--- src/rtl/gray_pkg.sv ---
// Shared definitions for the gray-code decoder: FSM state encoding and default width.
package gray_pkg;

  localparam int CBITS_DEFAULT = 9;

  typedef enum logic [1:0] {
    IDLE  = 2'd0,
    TRACK = 2'd1,
    FAULT = 2'd2
  } state_t;

endpackage

--- src/rtl/gray2bin.sv ---
// Purely combinational gray-to-binary conversion (running XOR from the MSB down).
module gray2bin #(
  parameter int CBITS = gray_pkg::CBITS_DEFAULT
) (
  input  logic [CBITS-1:0] gray_i,
  output logic [CBITS-1:0] bin_o
);

  always_comb begin
    logic acc;
    acc   = 1'b0;
    bin_o = '0;
    for (int i = CBITS - 1; i >= 0; i--) begin
      acc      = acc ^ gray_i[i];
      bin_o[i] = acc;
    end
  end

endmodule

--- src/rtl/gray_decoder.sv ---
// Decodes gray counter samples, tracks that they only hold or advance by one,
// and counts (saturating) every sample that breaks the sequence.
module gray_decoder
  import gray_pkg::*;
#(
  parameter int CBITS = CBITS_DEFAULT,
  parameter int ERRW  = 8
) (
  input  logic             clk,
  input  logic             rst_n,
  input  logic [CBITS-1:0] gray_in,
  input  logic             gray_vld,
  output logic [CBITS-1:0] bin_out,
  output logic             bin_vld,
  output logic             zero,
  output logic             wrap,
  output logic             step_err,
  output logic             locked,
  output logic [ERRW-1:0]  err_cnt
);

  state_t           state_q, state_d;
  logic [CBITS-1:0] bin_q, bin_d;
  logic             vld_q, vld_d;
  logic             zero_q, zero_d;
  logic             wrap_q, wrap_d;
  logic             err_q, err_d;
  logic [ERRW-1:0]  cnt_q, cnt_d;

  logic [CBITS-1:0] decoded;
  logic [CBITS-1:0] succ;

  gray2bin #(.CBITS(CBITS)) u_gray2bin (
    .gray_i (gray_in),
    .bin_o  (decoded)
  );

  // Sized add so the successor wraps modulo 2^CBITS.
  assign succ = bin_q + CBITS'(1);

  always_comb begin
    state_d = state_q;
    bin_d   = bin_q;
    vld_d   = 1'b0;
    zero_d  = 1'b0;
    wrap_d  = 1'b0;
    err_d   = 1'b0;
    cnt_d   = cnt_q;
    if (gray_vld) begin
      case (state_q)
        IDLE, FAULT: begin
          bin_d   = decoded;
          vld_d   = 1'b1;
          state_d = TRACK;
        end
        TRACK: begin
          if (decoded == bin_q) begin
            vld_d = 1'b1;
          end else if (decoded == succ) begin
            bin_d  = decoded;
            vld_d  = 1'b1;
            wrap_d = (bin_q == '1);
            zero_d = (decoded == '0);
          end else begin
            err_d   = 1'b1;
            state_d = FAULT;
            if (cnt_q != '1) begin
              cnt_d = cnt_q + ERRW'(1);
            end
          end
        end
        default: state_d = IDLE;
      endcase
    end
  end

  always_ff @(posedge clk or negedge rst_n) begin
    if (!rst_n) begin
      state_q <= IDLE;
      bin_q   <= '0;
      vld_q   <= 1'b0;
      zero_q  <= 1'b0;
      wrap_q  <= 1'b0;
      err_q   <= 1'b0;
      cnt_q   <= '0;
    end else begin
      state_q <= state_d;
      bin_q   <= bin_d;
      vld_q   <= vld_d;
      zero_q  <= zero_d;
      wrap_q  <= wrap_d;
      err_q   <= err_d;
      cnt_q   <= cnt_d;
    end
  end

  assign bin_out  = bin_q;
  assign bin_vld  = vld_q;
  assign zero     = zero_q;
  assign wrap     = wrap_q;
  assign step_err = err_q;
  assign locked   = (state_q == TRACK);
  assign err_cnt  = cnt_q;

endmodule

--- config.mk ---
export PLATFORM = sky130hd
export DESIGN_NAME = gray_decoder
export DESIGN_NICKNAME = d
export VERILOG_FILES = /design/src/rtl/gray_pkg.sv /design/src/rtl/gray2bin.sv /design/src/rtl/gray_decoder.sv
export SDC_FILE = /design/constraint.sdc
export NUM_CORES = 1
export LEC_CHECK = 0
export ABC_CLOCK_PERIOD_IN_PS = 4900
export CAP_MARGIN = 10
export CORE_MARGIN = 4
export CORE_UTILIZATION = 30
export CTS_BUF_LIST = sky130_fd_sc_hd__clkbuf_2
export DETAILED_ROUTE_END_ITERATION = 10
export DONT_BUFFER_PORTS = 1
export PLACE_DENSITY = 0.5
export SKIP_CTS_REPAIR_TIMING = 1
export SYNTH_ARGS = -nofsm -noshare
export SYNTH_HDL_FRONTEND = slang
export SYNTH_HIERARCHICAL = 1
export SYNTH_SLANG_ARGS = --single-unit
--- constraint.sdc ---
create_clock -name clk -period 4.9 [get_ports clk]
set_clock_uncertainty 0.2 [all_clocks]
set_input_delay 0.735 -clock clk [delete_from_list [all_inputs] [get_ports clk]]
set_output_delay 0.735 -clock clk [all_outputs]
set_load 0.005 [all_outputs]
==> flow_metrics.tcl <==
set metrics [dict create \
    drive_gt1_frac 0.1622 \
    layout_common_cells "23 x dfrtp_1, 20 x xnor2_1, 10 x mux2_2" \
    intPower_w 0.0005036 \
    die_y_microns 80.35 \
    syn_inst 147 \
    max-vdd-ir-drop_mv 0.1991 \
    critical_path_class "in -> reg" \
    h-tree-depth 1 \
    pwr-share-seq 0.429 \
    port-buffer-count 0 \
    async_reset_ff_frac 1.000 \
    post_drt_wl_per_cell_microns 16.03 \
    period_share 0.7594 \
    via_count 1095 \
    vias_per_cell 5.023 \
    worst_slew_margin_rel 0.5630 \
    clk_latency_ns 0.36 \
    finalSetupTns_ns 0 \
    p_sw_w 0.0004060 \
    synth_area_leader_cell "dfrtp_1" \
    drt_iter0_markers 68 \
    yosys_warnings 6 \
    dieArea_sq_um 6455 \
    clock_sinks 23 \
    synth-edff-count 0 \
    grt_pass1_vias 1163 \
    worstMarginPinSlew_ns 0.6508 \
    syn-cell-area_sq_um 1570 \
    worstPathRequired_ns 4.96 \
    layout_commonest_cell "dfrtp_1" \
    final_max_slew_viol_count 0 \
    rsz0062_at_grt "no" \
    clkPwrFrac 0.092 \
    grt_overflow 0 \
    synth_seq_cells 23 \
    place.gp.congestion 0.8028 \
    cp_max_fo 9 \
    maxCapViolCount 0 \
    hold_path_class "in -> reg" \
    netlist-cell-type-count 49 \
    finalSetupViolCount 0 \
    totalWireLength_mm 3.494 \
    antenna_left 0 \
    fin_crit_ns 3.721 \
    num_antenna_cells 0 \
    power.leakage_nw 0.6910 \
    yosys.area.top_type_share 0.3665 \
    route.detailed.drc 0 \
    power_density_nw_per_um2 542.5 \
    cts_tree "built" \
    fin_util 0.3304 \
    cp-end-kind "flip-flop" \
    arrival_ns 3.78 \
    pin_count 34 \
    grtUsageTotal 0.1174 \
    hpwl_mm 2.655 \
    cts.path.max_buffers 2 \
    power_w 0.0009096 \
    hold_viol 0 \
    cts-root-buf "clkbuf_2" \
    start_kind "input port" \
    synthTopCellsByArea "dfrtp_1 37%, xnor2_1 11%, mux2_2 7.2%" \
    synth_ff_type "dfrtp_1" \
    synth_fp_nets 162 \
    final_nets 164 \
    area_growth_pct 6.773 \
    netSwitchingFraction 0.4463 \
    core_sq_um 5075 \
    syn_area_per_cell_sq_um 10.68 \
    status "completed" \
    dr.pass1.iters 4 \
    fmax_mhz 268.8 \
    grt_first_pass_wirelength_mm 5.871 \
    cts_inserted_buffers 3 \
    power.share.combinational 0.480 \
    seq_area_frac_synth 0.3665 \
    core.rowCount 26 \
    path_clk_slew_ns 0.26 \
    floorplan.initialDensity 0.3094 \
    grt_max_degree 24 \
    antenna_found_initial 0 \
    die_width_microns 80.35 \
]
[cells by family after synthesis]
family / Yosys count / share of synthesized area
AOI/OAI and AO/OA: 17 / 0.09323
xor gates and xnor gates: 31 / 0.1960
adders and majority gates: 3 / 0.02391
buffers and inverters: 10 / 0.03187
DFF: 23 / 0.3665
muxes: 12 / 0.08765
and+or+nand+nor: 51 / 0.2008
[cell usage after synthesis (2+ instances only)]
library cell and count:
and4_1 2, nand2_1 3, nand3_1 7, inv_1 5, nor3_1 5, nand4_1 4, and2_1 5, xor2_1 8
nand2b_1 5, dfrtp_1 23, ha_1 3, or4_1 2, nor2_1 6, xnor2_1 20, a31oi_1 2, clkbuf_1 2
mux2_2 10, and3_1 2, a21oi_1 3
[worst paths after layout]
path / from / to / slack [ns] / depth (start not counted)
worst max-delay path: gray_in[7] / bin_out[0] / 1.18 / 9
worst min-delay path: gray_in[8] / bin_out[8] / 0.30 / 1
worst max register to register: bin_out[0] / err_cnt[1] / 1.71 / 10
worst min register to register: err_cnt[3] / err_cnt[3] / 0.36 / 1
max in group asynchronous: rst_n / bin_out[1] / 3.77 / 2
min in group asynchronous: rst_n / step_err / 0.56 / 2
[stage by stage]
stage          std cells  setup slack [ns]  instance area, sq um  hold WS (ns)
2_1_floorplan        147             1.114                  1570        0.2394
3_3_place_gp         212            0.8958                  1627        0.2405
3_5_place_dp         212            0.7689                  1627        0.2406
4_1_cts              216             1.184                  1647       -0.2222
5_1_grt              218             1.007                  1677        0.2509
6_report             218             1.179                  1677        0.3008
[routing by layer]
| metal | part of all wire | track usage |
|---|---|---|
| met5 | 0 | 0 |
| met4 | 0.0089 | 0.04054 |
| met3 | 0.039 | 0.02354 |
| met2 | 0.49 | 0.1921 |
| met1 | 0.46 | 0.1533 |
[final cells by class]
type	instances	area, sq um
Clock inverter	1	5.005
Clock buffer	3	15.01
Sequential cell	23	575.6
Timing Repair Buffer	2	30.03
Multi-Input combinational cell	114	944.7
Fill cell	527	3398
Tap cell	70	87.58
Inverter	5	18.77
[power by group through the flow]
stage	logic, W	clock network (W)	registers, W
2_1_floorplan	0.000387	0	0.000349
3_3_place_gp	0.000422	0	0.000395
3_5_place_dp	0.000430	0	0.000400
4_1_cts	0.000434	0.0000921	0.000395
5_1_grt	0.000486	0.0000977	0.000409
6_report	0.000436	0.0000833	0.000390
[critical path: stages]
cell,delay (ns)
xnor2_2,0.26
xnor3_2,0.47
xor2_1,0.37
xor2_1,0.11
or4b_1,0.56
nor3_1,0.25
a21oi_1,0.14
a32oi_4,0.46
mux2_2,0.39
[state kept, by name (all words and copies together), names as in the netlist]
register,cells
bin_out,9
bin_vld,1
err_cnt,8
state_q,2
step_err,1
wrap,1
zero,1
No activity file was read; power rests on OpenSTA's default activity.
